**config.mk**
```make
export PLATFORM = sky130hd
export DESIGN_NAME = commit_trace_buffer
export DESIGN_NICKNAME = d
export VERILOG_FILES = /design/src/rtl/commit_trace_buffer.sv
export SDC_FILE = /design/constraint.sdc
export NUM_CORES = 2
export LEC_CHECK = 0
export ABC_AREA = 1
export CAP_MARGIN = 20
export CORE_UTILIZATION = 28
export CTS_CLUSTER_DIAMETER = 80
export DETAILED_ROUTE_END_ITERATION = 7
export HOLD_SLACK_MARGIN = 0.05
export SLEW_MARGIN = 20
export SYNTH_ARGS = -nofsm -noshare
export SYNTH_HDL_FRONTEND = slang
export SYNTH_SLANG_ARGS = --single-unit
```
**constraint.sdc**
```tcl
create_clock -name clk -period 13.3 [get_ports clk]
set_clock_uncertainty 0.1 [all_clocks]
set_input_delay 1.995 -clock clk [delete_from_list [all_inputs] [get_ports clk]]
set_output_delay 1.995 -clock clk [all_outputs]
set_load 0.005 [all_outputs]
```
**src/rtl/commit_trace_buffer.sv**
```systemverilog
`default_nettype none
// ============================================================================
// Module      : commit_trace_buffer
// Description : Trace buffer for retired (writeback) instructions. Entries go
//               into a circular buffer of DEPTH entries. Capture either stops
//               when the buffer is full or wraps and overwrites the oldest
//               entry. An optional PC trigger ends capture after a set number
//               of further entries. Once capture is frozen, entries drain
//               oldest-first over a valid/ready port.
// Revision    : 1.0 - initial release
// ----------------------------------------------------------------------------
// Ports
//   clk                 in   clock, rising edge
//   reset               in   synchronous, active-low
//   in_valid            in   an instruction retires this cycle
//   in_pc               in   PC of the retiring instruction
//   in_instruction      in   instruction word
//   in_rd               in   destination register
//   in_write_enable     in   writeback enable of the retiring instruction
//   in_data             in   writeback data
//   cfg_arm             in   pulse: clear the buffer and start capture
//   cfg_stop_on_full    in   1 = freeze when full, 0 = wrap
//   cfg_trig_en         in   enable the PC trigger
//   cfg_trig_pc         in   trigger PC
//   cfg_post_count      in   entries captured after the trigger entry
//   out_valid           out  entry available (DONE state only)
//   out_ready           in   consumer accepts the entry
//   out_pc .. out_data  out  fields of the oldest entry
//   out_cycle           out  cycle stamp of the oldest entry
//   out_trigger         out  the oldest entry was the trigger instruction
//   status_state        out  0 IDLE, 1 CAPTURE, 2 POST, 3 DONE
//   status_count        out  number of valid entries held
//   status_overflow     out  sticky: an entry was overwritten since arm
// ============================================================================
module commit_trace_buffer #(
  parameter int XLEN    = 32,
  parameter int DEPTH   = 16,
  parameter int CYCLE_W = 32
) (
  input  logic                     clk,
  input  logic                     reset,
  input  logic                     in_valid,
  input  logic [XLEN-1:0]          in_pc,
  input  logic [31:0]              in_instruction,
  input  logic [4:0]               in_rd,
  input  logic                     in_write_enable,
  input  logic [XLEN-1:0]          in_data,
  input  logic                     cfg_arm,
  input  logic                     cfg_stop_on_full,
  input  logic                     cfg_trig_en,
  input  logic [XLEN-1:0]          cfg_trig_pc,
  input  logic [7:0]               cfg_post_count,
  output logic                     out_valid,
  input  logic                     out_ready,
  output logic [XLEN-1:0]          out_pc,
  output logic [31:0]              out_instruction,
  output logic [4:0]               out_rd,
  output logic                     out_write_enable,
  output logic [XLEN-1:0]          out_data,
  output logic [CYCLE_W-1:0]       out_cycle,
  output logic                     out_trigger,
  output logic [1:0]               status_state,
  output logic [$clog2(DEPTH):0]   status_count,
  output logic                     status_overflow
);

  localparam int AW = $clog2(DEPTH);
  localparam logic [AW:0] FULL_COUNT   = (AW+1)'(DEPTH);
  localparam logic [AW:0] ALMOST_COUNT = (AW+1)'(DEPTH - 1);

  typedef enum logic [1:0] {
    ST_IDLE    = 2'd0,
    ST_CAPTURE = 2'd1,
    ST_POST    = 2'd2,
    ST_DONE    = 2'd3
  } state_t;

  state_t               state;
  logic [AW-1:0]        wr_ptr;
  logic [AW-1:0]        rd_ptr;
  logic [AW:0]          count;
  logic [CYCLE_W-1:0]   cycle;
  logic [7:0]           post_left;
  logic                 overflow;

  // Entry storage; contents are never reset, validity is tracked by count.
  logic [XLEN-1:0]      mem_pc    [DEPTH];
  logic [31:0]          mem_instr [DEPTH];
  logic [4:0]           mem_rd    [DEPTH];
  logic                 mem_we    [DEPTH];
  logic [XLEN-1:0]      mem_data  [DEPTH];
  logic [CYCLE_W-1:0]   mem_cycle [DEPTH];
  logic                 mem_trig  [DEPTH];

  logic capturing;
  logic record;
  logic trig_hit;
  logic full_now;
  logic reach_full;
  logic pop;

  assign capturing  = (state == ST_CAPTURE) || (state == ST_POST);
  // An arm in the same cycle wins: the retire is dropped.
  assign record     = reset && !cfg_arm && capturing && in_valid;
  // Triggers only count while still in CAPTURE.
  assign trig_hit   = (state == ST_CAPTURE) && cfg_trig_en && (in_pc == cfg_trig_pc);
  assign full_now   = (count == FULL_COUNT);
  // The count after this write equals DEPTH (either it just filled, or it
  // was already full and the write overwrote the oldest entry).
  assign reach_full = full_now || (count == ALMOST_COUNT);
  assign pop        = out_valid && out_ready;

  always_ff @(posedge clk) begin
    if (record) begin
      mem_pc[wr_ptr]    <= in_pc;
      mem_instr[wr_ptr] <= in_instruction;
      mem_rd[wr_ptr]    <= in_rd;
      mem_we[wr_ptr]    <= in_write_enable;
      mem_data[wr_ptr]  <= in_data;
      mem_cycle[wr_ptr] <= cycle;
      mem_trig[wr_ptr]  <= trig_hit;
    end
  end

  always_ff @(posedge clk) begin
    if (!reset) begin
      state     <= ST_IDLE;
      wr_ptr    <= '0;
      rd_ptr    <= '0;
      count     <= '0;
      cycle     <= '0;
      post_left <= '0;
      overflow  <= 1'b0;
    end else if (cfg_arm) begin
      state     <= ST_CAPTURE;
      wr_ptr    <= '0;
      rd_ptr    <= '0;
      count     <= '0;
      cycle     <= '0;
      post_left <= '0;
      overflow  <= 1'b0;
    end else begin
      if (state != ST_IDLE) begin
        cycle <= cycle + 1'b1;
      end
      unique case (state)
        ST_CAPTURE, ST_POST: begin
          if (in_valid) begin
            wr_ptr <= wr_ptr + 1'b1;
            if (full_now) begin
              // Wrap: the oldest entry is lost, so the read side moves too.
              rd_ptr   <= rd_ptr + 1'b1;
              overflow <= 1'b1;
            end else begin
              count <= count + 1'b1;
            end

            if (cfg_stop_on_full && reach_full) begin
              state <= ST_DONE;
            end else if (trig_hit) begin
              post_left <= cfg_post_count;
              state     <= (cfg_post_count == 8'd0) ? ST_DONE : ST_POST;
            end else if (state == ST_POST) begin
              post_left <= post_left - 8'd1;
              if (post_left == 8'd1) begin
                state <= ST_DONE;
              end
            end
          end
        end
        ST_DONE: begin
          if (pop) begin
            rd_ptr <= rd_ptr + 1'b1;
            count  <= count - 1'b1;
          end
        end
        default: begin
        end
      endcase
    end
  end

  // Read port: the oldest entry is presented directly from storage while
  // frozen; everything reads as zero otherwise.
  always_comb begin
    out_valid        = 1'b0;
    out_pc           = '0;
    out_instruction  = '0;
    out_rd           = '0;
    out_write_enable = 1'b0;
    out_data         = '0;
    out_cycle        = '0;
    out_trigger      = 1'b0;
    if ((state == ST_DONE) && (count != '0)) begin
      out_valid        = 1'b1;
      out_pc           = mem_pc[rd_ptr];
      out_instruction  = mem_instr[rd_ptr];
      out_rd           = mem_rd[rd_ptr];
      out_write_enable = mem_we[rd_ptr];
      out_data         = mem_data[rd_ptr];
      out_cycle        = mem_cycle[rd_ptr];
      out_trigger      = mem_trig[rd_ptr];
    end
  end

  assign status_state    = state;
  assign status_count    = count;
  assign status_overflow = overflow;

endmodule
`default_nettype wire
```
==> run metrics <==
status=finished clean; Post-CTS Hold Buffers=0; Clock transition at path regs=0.06 ns; most numerous cell on the critical path=sky130_fd_sc_hd__buf_4; vias in the first global route=55260; fraction of final layout cells sized beyond drive strength 1=7.234%; post-synth top area cell=sky130_fd_sc_hd__edfxtp_1; Max Buffers Root-to-Sink=4; width of the chip=560.2 um; CTS Sinks=2220; total setup buffers inserted after CTS=0; total clock buffers created by CTS=234; async set-reset flop share out of synthesis=0%; Arr. time, crit path=6.04 ns; wire length of the first global-routing pass=371.9 mm; Cell Count, Final, Fillers Out=10850; Port Buf Inserts=292; VDD IR-drop max=0.1212 mV; htree depth=4; PwrDens=143.0 mW/mm2; Initial DRT Pass Iterations=6; number of max-slew violations in the final report=0; measured slew at the worst slew-check pin=1.125 ns; GRT Residual Overflow=0; family with the most delay on the worst path=buffers and inverters; maximum clock frequency=0.1229 GHz; sort of element at the start of the critical path=flip-flop; cell type of the slowest stage on the worst timing path=sky130_fd_sc_hd__buf_4; met2 usage=25.45%; sequential-to-total area share from yosys stat=75.72%; Total Routing Usage GR=15.82%; number of placed instances with taps included=10410; maximum number of pins on one net before global-route repair=291; number of enable flip-flop cells after synthesis=2160; final setup TNS=0 ns; post-synthesis average cell area=13.69 um2; Hold WC Path Type=reg2reg; count of antenna-violating nets left after detailed routing=0; post-synthesis instance area=0.08725 mm2; Crit path buffers/inverters=5; Max-Slew Margin vs Limit=25.03%; wirelength, routed=257.3 mm; leading register cell type out of synthesis=sky130_fd_sc_hd__edfxtp_1; Mapped Nets=6540; cells taking the most area after synthesis=sky130_fd_sc_hd__edfxtp_1, sky130_fd_sc_hd__o21ai_0, sky130_fd_sc_hd__nor2_1; global routing met3 resource utilization=2.636%; total I/O pin count=293; Die Span Y=560.2 um; starting density of the core=28.20%; relative area change from synthesis to final layout=16.94%; clock tree root buffer cell=sky130_fd_sc_hd__clkbuf_16; average vias per placed instance=5.173; number of warnings printed during yosys synthesis=0; final number of hold-violating endpoints=0; most frequently used cell type in the post-synthesis netlist=sky130_fd_sc_hd__edfxtp_1; final worst path period share=61.18%; global routing met1 resource utilization=21.89%; Std-Cell Core Area=0.3094 mm2; number of setup violations in the final report=0; P_leak=31.42 nW; crit path cell chain=buf_16, inv_16, buf_4, buf_4, o21ai_0, o221ai_1, nand3_1, a21oi_1, clkdlybuf4s50_1; count of nets after finishing=6696; critical path peak fanout=290; CP Class=reg2out; worst hold slack=0.3939 ns; Yosys cell types=46; count of state elements after synthesis=2220; std cell rows=204; initial antenna violation count=41; setup repair after global routing missed its margin=false; detailed-route via count=56120; Iter 0 DRT Violations=6178; max-cap check violation count=0; Placer Congestion=0.7615; top cells by instance count after synthesis=sky130_fd_sc_hd__edfxtp_1, sky130_fd_sc_hd__nor2_1, sky130_fd_sc_hd__o21ai_0, sky130_fd_sc_hd__o221ai_1, sky130_fd_sc_hd__clkbuf_1; count of unresolved DRC violations after routing=0; peak-usage layer in the global routing report=met2; TritonCTS clock tree=built; largest stage delay on the critical path=0.89 ns; Data required, critical path=11.20 ns; endpoint kind of the worst setup timing path=output pin; average wire per cell in the routed design=23.71 um; Cells after Synth=6375; Die Outline Area=0.3138 mm2; clock insertion delay at the later pin of the skew report=0.90 ns; portion of synthesized cell area occupied by the leading cell type=74.34%; Gates resized, CTS repair=0; minimum period implied by the final worst setup slack=8.137 ns; post-detailed-placement half-perimeter wirelength=127.9 mm
-- metal layers --
metal / vias to the layer above / part of all wire, %
met5: - / 0.049
met4: 22 / 2.4
met3: 390 / 7.5
met2: 2354 / 46
met1: 28700 / 44
li1: 24660 / -
-- cells in the final DEF, fill, tap and decap left out, drive strengths merged, types with 14 or more instances in the layout --
master,instances
clkinv,97
nand2,176
xnor2,14
bufinv,23
a21oi,161
o221ai,405
nand3,160
ha,15
clkbuf,290
edfxtp,2160
nor3,22
buf,95
inv,118
clkdlybuf4s50,292
o21ai,1105
nor2,1186
dfxtp,60
xor2,20
o22ai,136
o211ai,135
nand4,21
-- through the flow --
stage | instance area, um2 | setup slack (ns) | utilization (%) | power [mW]
2_1_floorplan | 87250 | 0.4094 | - | 8.039
3_3_place_gp | 94200 | 5.467 | 30.45 | 8.221
3_5_place_dp | 94230 | 5.411 | 30.46 | 8.235
4_1_cts | 101900 | 4.437 | 32.93 | 14.71
5_1_grt | 102000 | 4.747 | 32.97 | 15.00
6_report | 102000 | 5.163 | 32.98 | 14.59
-- worst register-to-register path, delay by kind of cell (launching register included) --
family	cells	cell delay [ns]
adders and majority gates	1	0.35
buffers and inverters	4	2.10
DFF	1	0.42
and+or+nand+nor	4	1.13
-- path summary, 6_finish.rpt --
| kind | startpoint | end | slack, ns | cells past startpoint |
|---|---|---|---|---|
| max | flip-flop | out_cycle[0] | 5.16 | 9 |
| min | rd_ptr[3] | flip-flop | 0.39 | 2 |
| max reg2reg | status_state[1] | mem_instr[4][13] | 8.71 | 9 |
| min reg2reg | rd_ptr[3] | flip-flop | 0.39 | 2 |
-- state kept, by name (all words and copies together) (netlist names), named ones only --
register / count
mem_data: 512
rd_ptr: 4
wr_ptr: 4
mem_cycle: 512
cycle: 32
status_count: 5
mem_we: 16
mem_instr: 512
mem_trig: 16
status_overflow: 1
post_left: 8
mem_pc: 512
mem_rd: 80
status_state: 2
-- where the power goes --
| group | switching [mW] | total (mW) | internal [mW] | leakage, nW |
|---|---|---|---|---|
| Combinational | 0.306 | 0.435 | 0.129 | 7.68 |
| Clock | 2.73 | 6.50 | 3.76 | 3.74 |
| Sequential | 0.00712 | 7.66 | 7.65 | 20.0 |
-- kinds of logic (layout without fill, tap and decap cells) --
| family | after synthesis | count (layout) | synth area share (%) |
|---|---|---|---|
| fa+ha+maj | 16 | 16 | 0.2381 |
| xor+xnor | 34 | 34 | 0.3413 |
| simple gates | 1580 | 1580 | 7.265 |
| compound gates | 1948 | 1948 | 13.51 |
| buf+inv | 577 | 920 | 2.921 |
| flops | 2220 | 2220 | 75.72 |
| other cells | 0 | 11 | 0 |
-- area by class of cell --
class                      count  area [um2]
antenna                       11       27.53
clock buffer                 290        6210
clock inverter               133        1426
fill                       29950      207300
inverter                     110       457.9
multi-input combinational   3578       18760
sequential                  2220       66080
tap                         4120        5155
timing repair buffer         387        3905
Note: power is estimated with default switching activity, not from simulation.
